`src/rtl/fpadd_pkg.sv`:
```
// fpadd_pkg: shared types and constants for the shared FP adder arbiter.
// State encoding, IEEE-754 single constants and the default data width.
package fpadd_pkg;

  localparam int DEF_WIDTH = 32;

  localparam logic [31:0] FP_ONE  = 32'h3F800000;
  localparam logic [31:0] FP_TWO  = 32'h40000000;
  localparam logic [31:0] FP_MONE = 32'hBF800000;

  typedef enum logic [1:0] {
    IDLE   = 2'd0,
    SEND   = 2'd1,
    WAIT_Z = 2'd2,
    RESP   = 2'd3
  } arb_state_e;

endpackage

```
`src/rtl/rr_arbiter.sv`:
```
// rr_arbiter: combinational round-robin pick, first set bit after last.
// Ports: req (request vector), last (previous winner) -> any, gnt (one-hot), gnt_id.
module rr_arbiter
  import fpadd_pkg::*;
#(
  parameter int N    = 4,
  parameter int ID_W = $clog2(N)
) (
  input  logic [N-1:0]    req,
  input  logic [ID_W-1:0] last,
  output logic            any,
  output logic [N-1:0]    gnt,
  output logic [ID_W-1:0] gnt_id
);

  logic [ID_W-1:0] idx;

  // Walk last+1 .. last+N (mod N); the first hit wins.
  always_comb begin
    any    = 1'b0;
    gnt    = '0;
    gnt_id = '0;
    idx    = '0;
    for (int i = 1; i <= N; i++) begin
      idx = ID_W'((int'(last) + i) % N);
      if (!any && req[idx]) begin
        any      = 1'b1;
        gnt[idx] = 1'b1;
        gnt_id   = idx;
      end
    end
  end

endmodule

```
`src/rtl/fpadd_arbiter.sv`:
```
// fpadd_arbiter: shares one stb/ack FP adder among N_REQ requesters, round-robin.
// Ports: req_* in, rsp_* out, add_* to/from adder, busy, grant_id; op_count if FPADD_ARB_OPCNT_EN.
module fpadd_arbiter
  import fpadd_pkg::*;
#(
  parameter int N_REQ = 4,
  parameter int WIDTH = DEF_WIDTH,
  parameter int ID_W  = $clog2(N_REQ)
) (
  input  logic                   clk,
  input  logic                   rst_n,
  input  logic [N_REQ-1:0]       req_valid,
  input  logic [N_REQ*WIDTH-1:0] req_a,
  input  logic [N_REQ*WIDTH-1:0] req_b,
  output logic [N_REQ-1:0]       req_ready,
  output logic [N_REQ-1:0]       rsp_valid,
  output logic [WIDTH-1:0]       rsp_z,
  input  logic [N_REQ-1:0]       rsp_ready,
  output logic [WIDTH-1:0]       add_a,
  output logic                   add_a_stb,
  input  logic                   add_a_ack,
  output logic [WIDTH-1:0]       add_b,
  output logic                   add_b_stb,
  input  logic                   add_b_ack,
  input  logic [WIDTH-1:0]       add_z,
  input  logic                   add_z_stb,
  output logic                   add_z_ack,
`ifdef FPADD_ARB_OPCNT_EN
  output logic [15:0]            op_count,
`endif
  output logic                   busy,
  output logic [ID_W-1:0]        grant_id
);

  arb_state_e state_q;
  arb_state_e state_d;

  logic [ID_W-1:0]  last_q;
  logic [ID_W-1:0]  last_d;
  logic [ID_W-1:0]  gid_q;
  logic [ID_W-1:0]  gid_d;
  logic [WIDTH-1:0] a_q;
  logic [WIDTH-1:0] a_d;
  logic [WIDTH-1:0] b_q;
  logic [WIDTH-1:0] b_d;
  logic [WIDTH-1:0] z_q;
  logic [WIDTH-1:0] z_d;
  logic             a_stb_q;
  logic             a_stb_d;
  logic             b_stb_q;
  logic             b_stb_d;
  logic             a_done_q;
  logic             a_done_d;
  logic             b_done_q;
  logic             b_done_d;
  logic             z_ack_q;
  logic             z_ack_d;
  logic [N_REQ-1:0] rdy_q;
  logic [N_REQ-1:0] rdy_d;
  logic [N_REQ-1:0] vld_q;
  logic [N_REQ-1:0] vld_d;

  logic             arb_any;
  logic [N_REQ-1:0] arb_gnt;
  logic [ID_W-1:0]  arb_id;
  logic [WIDTH-1:0] a_sel;
  logic [WIDTH-1:0] b_sel;
  logic [N_REQ-1:0] gid_oh;
  logic             a_xfer;
  logic             b_xfer;
  logic             a_fin;
  logic             b_fin;
  logic             rsp_hs;

  rr_arbiter #(
    .N    (N_REQ),
    .ID_W (ID_W)
  ) u_rr (
    .req    (req_valid),
    .last   (last_q),
    .any    (arb_any),
    .gnt    (arb_gnt),
    .gnt_id (arb_id)
  );

  always_comb begin
    a_sel = '0;
    b_sel = '0;
    for (int i = 0; i < N_REQ; i++) begin
      if (arb_gnt[i]) begin
        a_sel = req_a[i*WIDTH +: WIDTH];
        b_sel = req_b[i*WIDTH +: WIDTH];
      end
    end
  end

  always_comb begin
    gid_oh = '0;
    for (int i = 0; i < N_REQ; i++) begin
      gid_oh[i] = (gid_q == ID_W'(i));
    end
  end

  assign a_xfer = a_stb_q & add_a_ack;
  assign b_xfer = b_stb_q & add_b_ack;
  assign a_fin  = a_done_q | a_xfer;
  assign b_fin  = b_done_q | b_xfer;
  // vld_q is only non-zero in RESP, and only on the granted bit.
  assign rsp_hs = |(vld_q & rsp_ready);

  always_ff @(posedge clk or negedge rst_n) begin
    if (!rst_n) begin
      state_q <= IDLE;
    end else begin
      state_q <= state_d;
    end
  end

  always_comb begin
    state_d = state_q;
    unique case (state_q)
      IDLE: begin
        if (arb_any) state_d = SEND;
      end
      SEND: begin
        if (a_fin && b_fin) state_d = WAIT_Z;
      end
      WAIT_Z: begin
        if (add_z_stb) state_d = RESP;
      end
      RESP: begin
        if (rsp_hs) state_d = IDLE;
      end
      default: state_d = IDLE;
    endcase
  end

  always_comb begin
    last_d   = last_q;
    gid_d    = gid_q;
    a_d      = a_q;
    b_d      = b_q;
    z_d      = z_q;
    a_stb_d  = a_stb_q;
    b_stb_d  = b_stb_q;
    a_done_d = a_done_q;
    b_done_d = b_done_q;
    z_ack_d  = 1'b0;
    rdy_d    = '0;
    vld_d    = vld_q;
    unique case (state_q)
      IDLE: begin
        if (arb_any) begin
          gid_d    = arb_id;
          a_d      = a_sel;
          b_d      = b_sel;
          rdy_d    = arb_gnt;
          a_stb_d  = 1'b1;
          b_stb_d  = 1'b1;
          a_done_d = 1'b0;
          b_done_d = 1'b0;
        end
      end
      SEND: begin
        if (a_xfer) begin
          a_stb_d  = 1'b0;
          a_done_d = 1'b1;
        end
        if (b_xfer) begin
          b_stb_d  = 1'b0;
          b_done_d = 1'b1;
        end
      end
      WAIT_Z: begin
        if (add_z_stb) begin
          z_d     = add_z;
          z_ack_d = 1'b1;
          vld_d   = gid_oh;
        end
      end
      RESP: begin
        if (rsp_hs) begin
          vld_d  = '0;
          last_d = gid_q;
        end
      end
      default: ;
    endcase
  end

  always_ff @(posedge clk or negedge rst_n) begin
    if (!rst_n) begin
      last_q   <= ID_W'(N_REQ - 1);
      gid_q    <= '0;
      a_q      <= '0;
      b_q      <= '0;
      z_q      <= '0;
      a_stb_q  <= 1'b0;
      b_stb_q  <= 1'b0;
      a_done_q <= 1'b0;
      b_done_q <= 1'b0;
      z_ack_q  <= 1'b0;
      rdy_q    <= '0;
      vld_q    <= '0;
    end else begin
      last_q   <= last_d;
      gid_q    <= gid_d;
      a_q      <= a_d;
      b_q      <= b_d;
      z_q      <= z_d;
      a_stb_q  <= a_stb_d;
      b_stb_q  <= b_stb_d;
      a_done_q <= a_done_d;
      b_done_q <= b_done_d;
      z_ack_q  <= z_ack_d;
      rdy_q    <= rdy_d;
      vld_q    <= vld_d;
    end
  end

`ifdef FPADD_ARB_OPCNT_EN
  logic [15:0] cnt_q;
  logic [15:0] cnt_d;

  always_comb begin
    cnt_d = cnt_q;
    if (rsp_hs && (cnt_q != 16'hFFFF)) begin
      cnt_d = cnt_q + 16'd1;
    end
  end

  always_ff @(posedge clk or negedge rst_n) begin
    if (!rst_n) begin
      cnt_q <= '0;
    end else begin
      cnt_q <= cnt_d;
    end
  end

  assign op_count = cnt_q;
`endif

  assign req_ready = rdy_q;
  assign rsp_valid = vld_q;
  assign rsp_z     = z_q;
  assign add_a     = a_q;
  assign add_b     = b_q;
  assign add_a_stb = a_stb_q;
  assign add_b_stb = b_stb_q;
  assign add_z_ack = z_ack_q;
  assign busy      = (state_q != IDLE);
  assign grant_id  = gid_q;

endmodule

```
`config.mk`:
```
export PLATFORM = sky130hd
export DESIGN_NAME = fpadd_arbiter
export DESIGN_NICKNAME = d
export VERILOG_FILES = /design/src/rtl/fpadd_pkg.sv /design/src/rtl/rr_arbiter.sv /design/src/rtl/fpadd_arbiter.sv
export SDC_FILE = /design/constraint.sdc
export NUM_CORES = 1
export LEC_CHECK = 0
export CAP_MARGIN = 20
export CELL_PAD_IN_SITES_DETAIL_PLACEMENT = 2
export CELL_PAD_IN_SITES_GLOBAL_PLACEMENT = 2
export CORE_MARGIN = 8
export CORE_UTILIZATION = 24
export CTS_BUF_LIST = sky130_fd_sc_hd__clkbuf_8
export DETAILED_ROUTE_END_ITERATION = 6
export GPL_TIMING_DRIVEN = 1
export PLACE_DENSITY = 0.95
export SKIP_LAST_GASP = 1
export SLEW_MARGIN = 20
export SYNTH_ARGS = -nofsm -noshare
export SYNTH_HDL_FRONTEND = slang
export SYNTH_SLANG_ARGS = --single-unit
```
`constraint.sdc`:
```
create_clock -name clk -period 7.65 [get_ports clk]
set_input_delay 0.765 -clock clk [delete_from_list [all_inputs] [get_ports clk]]
set_output_delay 0.765 -clock clk [all_outputs]
set_load 0.05 [all_outputs]
```
==> metrics <==
Die H slightly below 200 um; total DRC errors in the routed layout 0; worst-case reg-to-reg path depth 9; P&R area growth vs syn 61.4%; placeable core region 31600 um2; async set-or-reset flop fraction in the synthesized netlist 100%; endpoint class of the critical path register; unrepaired setup endpoints after global routing false; number of unique standard cell types used by synthesis 45; Setup WS post-layout 3.36 ns; leading area contributor after synthesis sky130_fd_sc_hd__dfrtp_1; Setup Total Neg Slack 0 ns; endpoint of the worst register-to-register path add_b[29]; Post-Synthesis Mean Instance Area about 8.8 um2; via density per instance between 5 and 6; standard-cell rows 65; data arrival time of the critical path between 4 and 5 ns; initial antenna violation count 7; post-CTS repair timing setup buffer count 0; largest buffer count on any clock path 2; Die Width 195 um; IR Drop Worst-Case VDD around 0.27 mV; count of buffers from port buffering 410; Tmin final between 4 and 5 ns; Rel. slew slack between 30% and 40%; H-tree lvl count 4; post-synthesis instance total approximately 900; R2R Setup Slk 3.36 ns; Hold Crit Class in -> async; count of warnings emitted by yosys 0; leftover overflow at the end of global routing 0; actual transition at the worst max-transition pin roughly 0.96 ns; critical setup path kind reg -> reg; number of pins with negative max-slew slack in the final report 0; simple logic cell fraction of the synthesized area under 10%; Inserted Clock Buffers 17; share of Yosys cell area claimed by the top area cell type a little over a third; 1st-iter DRT viols roughly 310; I/O Pins ~410; post-synthesis compound-gate area fraction a little over a third; fraction of synthesized cell area in xor and xnor cells 0%; DR vias roughly 9000; post-cts resize count 0; pwr dens between 400 and 500 nW/um2; Max Clock Freq 233 MHz; initial cell density of the core 24.4%; Worst Setup Start Kind register; Most used DFF post-synth sky130_fd_sc_hd__dfrtp_1; number of global-route vias before repair ~10000; estimated wirelength of the detail-placed design ~31 mm; clock edge transition at the registers on the reported setup and hold paths around 0.08 ns; Post-Place Setup Slack between 3 and 4 ns; cell area after synthesis a little under 8000 um2; synthesized-area fraction occupied by adder cells between 1.5 and 2%; count of hold-fix buffers inserted at cts 0; Syn Nets between 1000 and 1500; average detailed-routed wire length per instance roughly 26 um; CTS root buf sky130_fd_sc_hd__clkbuf_8; Post-layout nets between 1500 and 2000; count of max-cap constraint violations 0; largest net degree at the start of global routing between 70 and 80; source-to-sink clock delay at the later pin of the worst-skew pair 0.46 ns; startpoint of the worst-slack reg-to-reg timing path last_q[0]; remaining antenna violation count after routing 0; number of enable flip-flop cells after synthesis 0; synth top area cells sky130_fd_sc_hd__dfrtp_1 (37%), sky130_fd_sc_hd__o2bb2ai_1 (7.3%), sky130_fd_sc_hd__o31ai_1 (6.3%), sky130_fd_sc_hd__o211ai_1 (5.5%), sky130_fd_sc_hd__mux2_2 (5.4%); fraction of the cycle the final worst path needs between 50 and 60%; proportion of layout cells with a drive suffix above 1 approximately 9%; leakage power 0.00491 uW; share of synthesized area spent on multiplexers 6.40%; die footprint approximately 38000 um2; Seq/Total Area, Yosys a little under two fifths; RD Place Congestion 0.813; Worst Path Max Fanout 45; hold violation count in the final report 0; Fin Clk Skew 0.0135 ns; first-pass GRT wire length roughly 65 mm; required time at the endpoint of the critical path slightly below 8 ns; number of detailed-route iterations in the first pass 4; total global routing track utilization 22.0%; main combinational cell family by area after synthesis compound AO/OA/AOI/OAI gates; Seq cells post-synth between 100 and 150; number of setup violations in the final report 0; TritonCTS Sinks between 100 and 150; outcome finished, final reports clean; routed wire length 43.2 mm; clock tree from TritonCTS yes
[power breakdown]
group	switching (uW)	total [uW]	internal [uW]	leakage [uW]
clock network	315	593	279	0.000187
logic	2880	4310	1420	0.00339
registers	227	1160	930	0.00134
total	3420	6060	2630	0.00491
[logic make-up after synthesis]
family / count (synthesis)
AOI/OAI and AO/OA: 366
adders and majority gates: 12
and+or+nand+nor: 176
buffers and inverters: 166
muxes: 41
DFF: 115
[synthesized netlist by cell type (22+ instances only)]
cell / instances
sky130_fd_sc_hd__mux2_2: 37
sky130_fd_sc_hd__nor2_1: 71
sky130_fd_sc_hd__buf_2: 24
sky130_fd_sc_hd__dfrtp_1: 113
sky130_fd_sc_hd__o31ai_1: 65
sky130_fd_sc_hd__nand2_1: 82
sky130_fd_sc_hd__o211ai_1: 57
sky130_fd_sc_hd__a21boi_0: 43
sky130_fd_sc_hd__clkbuf_1: 51
sky130_fd_sc_hd__o2bb2ai_1: 64
sky130_fd_sc_hd__a21boi_1: 22
sky130_fd_sc_hd__inv_1: 75
sky130_fd_sc_hd__a31oi_1: 66
[area by class of cell]
type                       instances  area [um2]
fill                            3415       19200
timing repair buffer             425        4210
multi-input combinational        595        4190
sequential                       115        2880
tap                              402         503
inverter                          75         282
clock buffer                      19         262
clock inverter                    13         125
antenna                            4        10.0
[worst max-delay path by stage]
stage	startpoint	slack (ns)	end
5_1_grt	last_q[0]	3.14	add_b[23]
3_3_place_gp	req_valid[0]	3.52	add_b[29]
4_1_cts	last_q[0]	3.35	add_b[4]
3_5_place_dp	req_valid[0]	3.31	add_b[4]
2_1_floorplan	last_q[0]	4.57	add_a[27]
6_report	last_q[0]	3.36	add_b[29]
[worst max-delay path, cell delays in order, from the launching register on]
cell and delay (ns):
sky130_fd_sc_hd__dfstp_2 0.77, sky130_fd_sc_hd__inv_1 0.22, sky130_fd_sc_hd__ha_1 0.54, sky130_fd_sc_hd__mux4_2 0.62
sky130_fd_sc_hd__nand3b_1 0.13, sky130_fd_sc_hd__a21oi_1 0.10, sky130_fd_sc_hd__a221o_4 0.36, sky130_fd_sc_hd__nor2_4 0.51
sky130_fd_sc_hd__buf_4 0.65, sky130_fd_sc_hd__a31oi_1 0.18
[layer usage]
layer / GRT usage (%) / wire, um / vias up
li1: - / - / 3918
met1: 24.6 / 17100 / 4478
met2: 39.7 / 22100 / 331
met3: 6.34 / 2890 / 58
met4: 7.22 / 1050 / 6
met5: 0 / 41 / -
[sequential cells by signal, summed over array words and instances, names as in the netlist]
| signal | cells |
|---|---|
| last_q | 2 |
| add_b | 32 |
| state_q | 2 |
| grant_id | 2 |
| add_a_stb | 1 |
| add_b_stb | 1 |
| add_z_ack | 1 |
| rsp_z | 32 |
| add_a | 32 |
| req_ready | 4 |
| rsp_valid | 4 |
| b_done_q | 1 |
| a_done_q | 1 |
[per-stage QoR]
| stage | total power, uW | utilization (%) | hold WS (ns) | area (um2) | cells |
|---|---|---|---|---|---|
| after global routing | 6400 | 39.4 | 0.361 | 12500 | 1647 |
| final | 6060 | 39.4 | 0.354 | 12500 | 1648 |
| after floorplan | 3940 | - | 0.469 | 7720 | 876 |
| after CTS | 6120 | 39.4 | 0.348 | 12500 | 1644 |
| after detailed placement | 5490 | 38.2 | 0.498 | 12100 | 1612 |
| after global placement | 5290 | 38.2 | 0.486 | 12100 | 1612 |
[cell usage in the layout, fill, tap and decap left out, types with 4 or more instances in the layout]
cell	netlist	final
sky130_fd_sc_hd__dfrtp_1	113	113
sky130_fd_sc_hd__mux2_2	37	37
sky130_fd_sc_hd__diode_2	0	4
sky130_fd_sc_hd__nand2_1	82	81
sky130_fd_sc_hd__clkdlybuf4s50_1	0	409
sky130_fd_sc_hd__clkbuf_8	0	19
sky130_fd_sc_hd__buf_4	5	16
sky130_fd_sc_hd__nor2_1	71	70
sky130_fd_sc_hd__o31ai_1	65	65
sky130_fd_sc_hd__clkinvlp_4	0	4
sky130_fd_sc_hd__o211ai_1	57	57
sky130_fd_sc_hd__a21oi_1	13	12
sky130_fd_sc_hd__nor3_1	4	4
sky130_fd_sc_hd__ha_1	12	12
sky130_fd_sc_hd__o2bb2ai_1	64	64
sky130_fd_sc_hd__a31oi_1	66	66
sky130_fd_sc_hd__a21boi_1	22	22
sky130_fd_sc_hd__o211ai_2	9	9
sky130_fd_sc_hd__inv_1	75	75
sky130_fd_sc_hd__o21ai_0	9	9
sky130_fd_sc_hd__a21boi_0	43	42
Note: power is estimated with default switching activity, not from simulation.
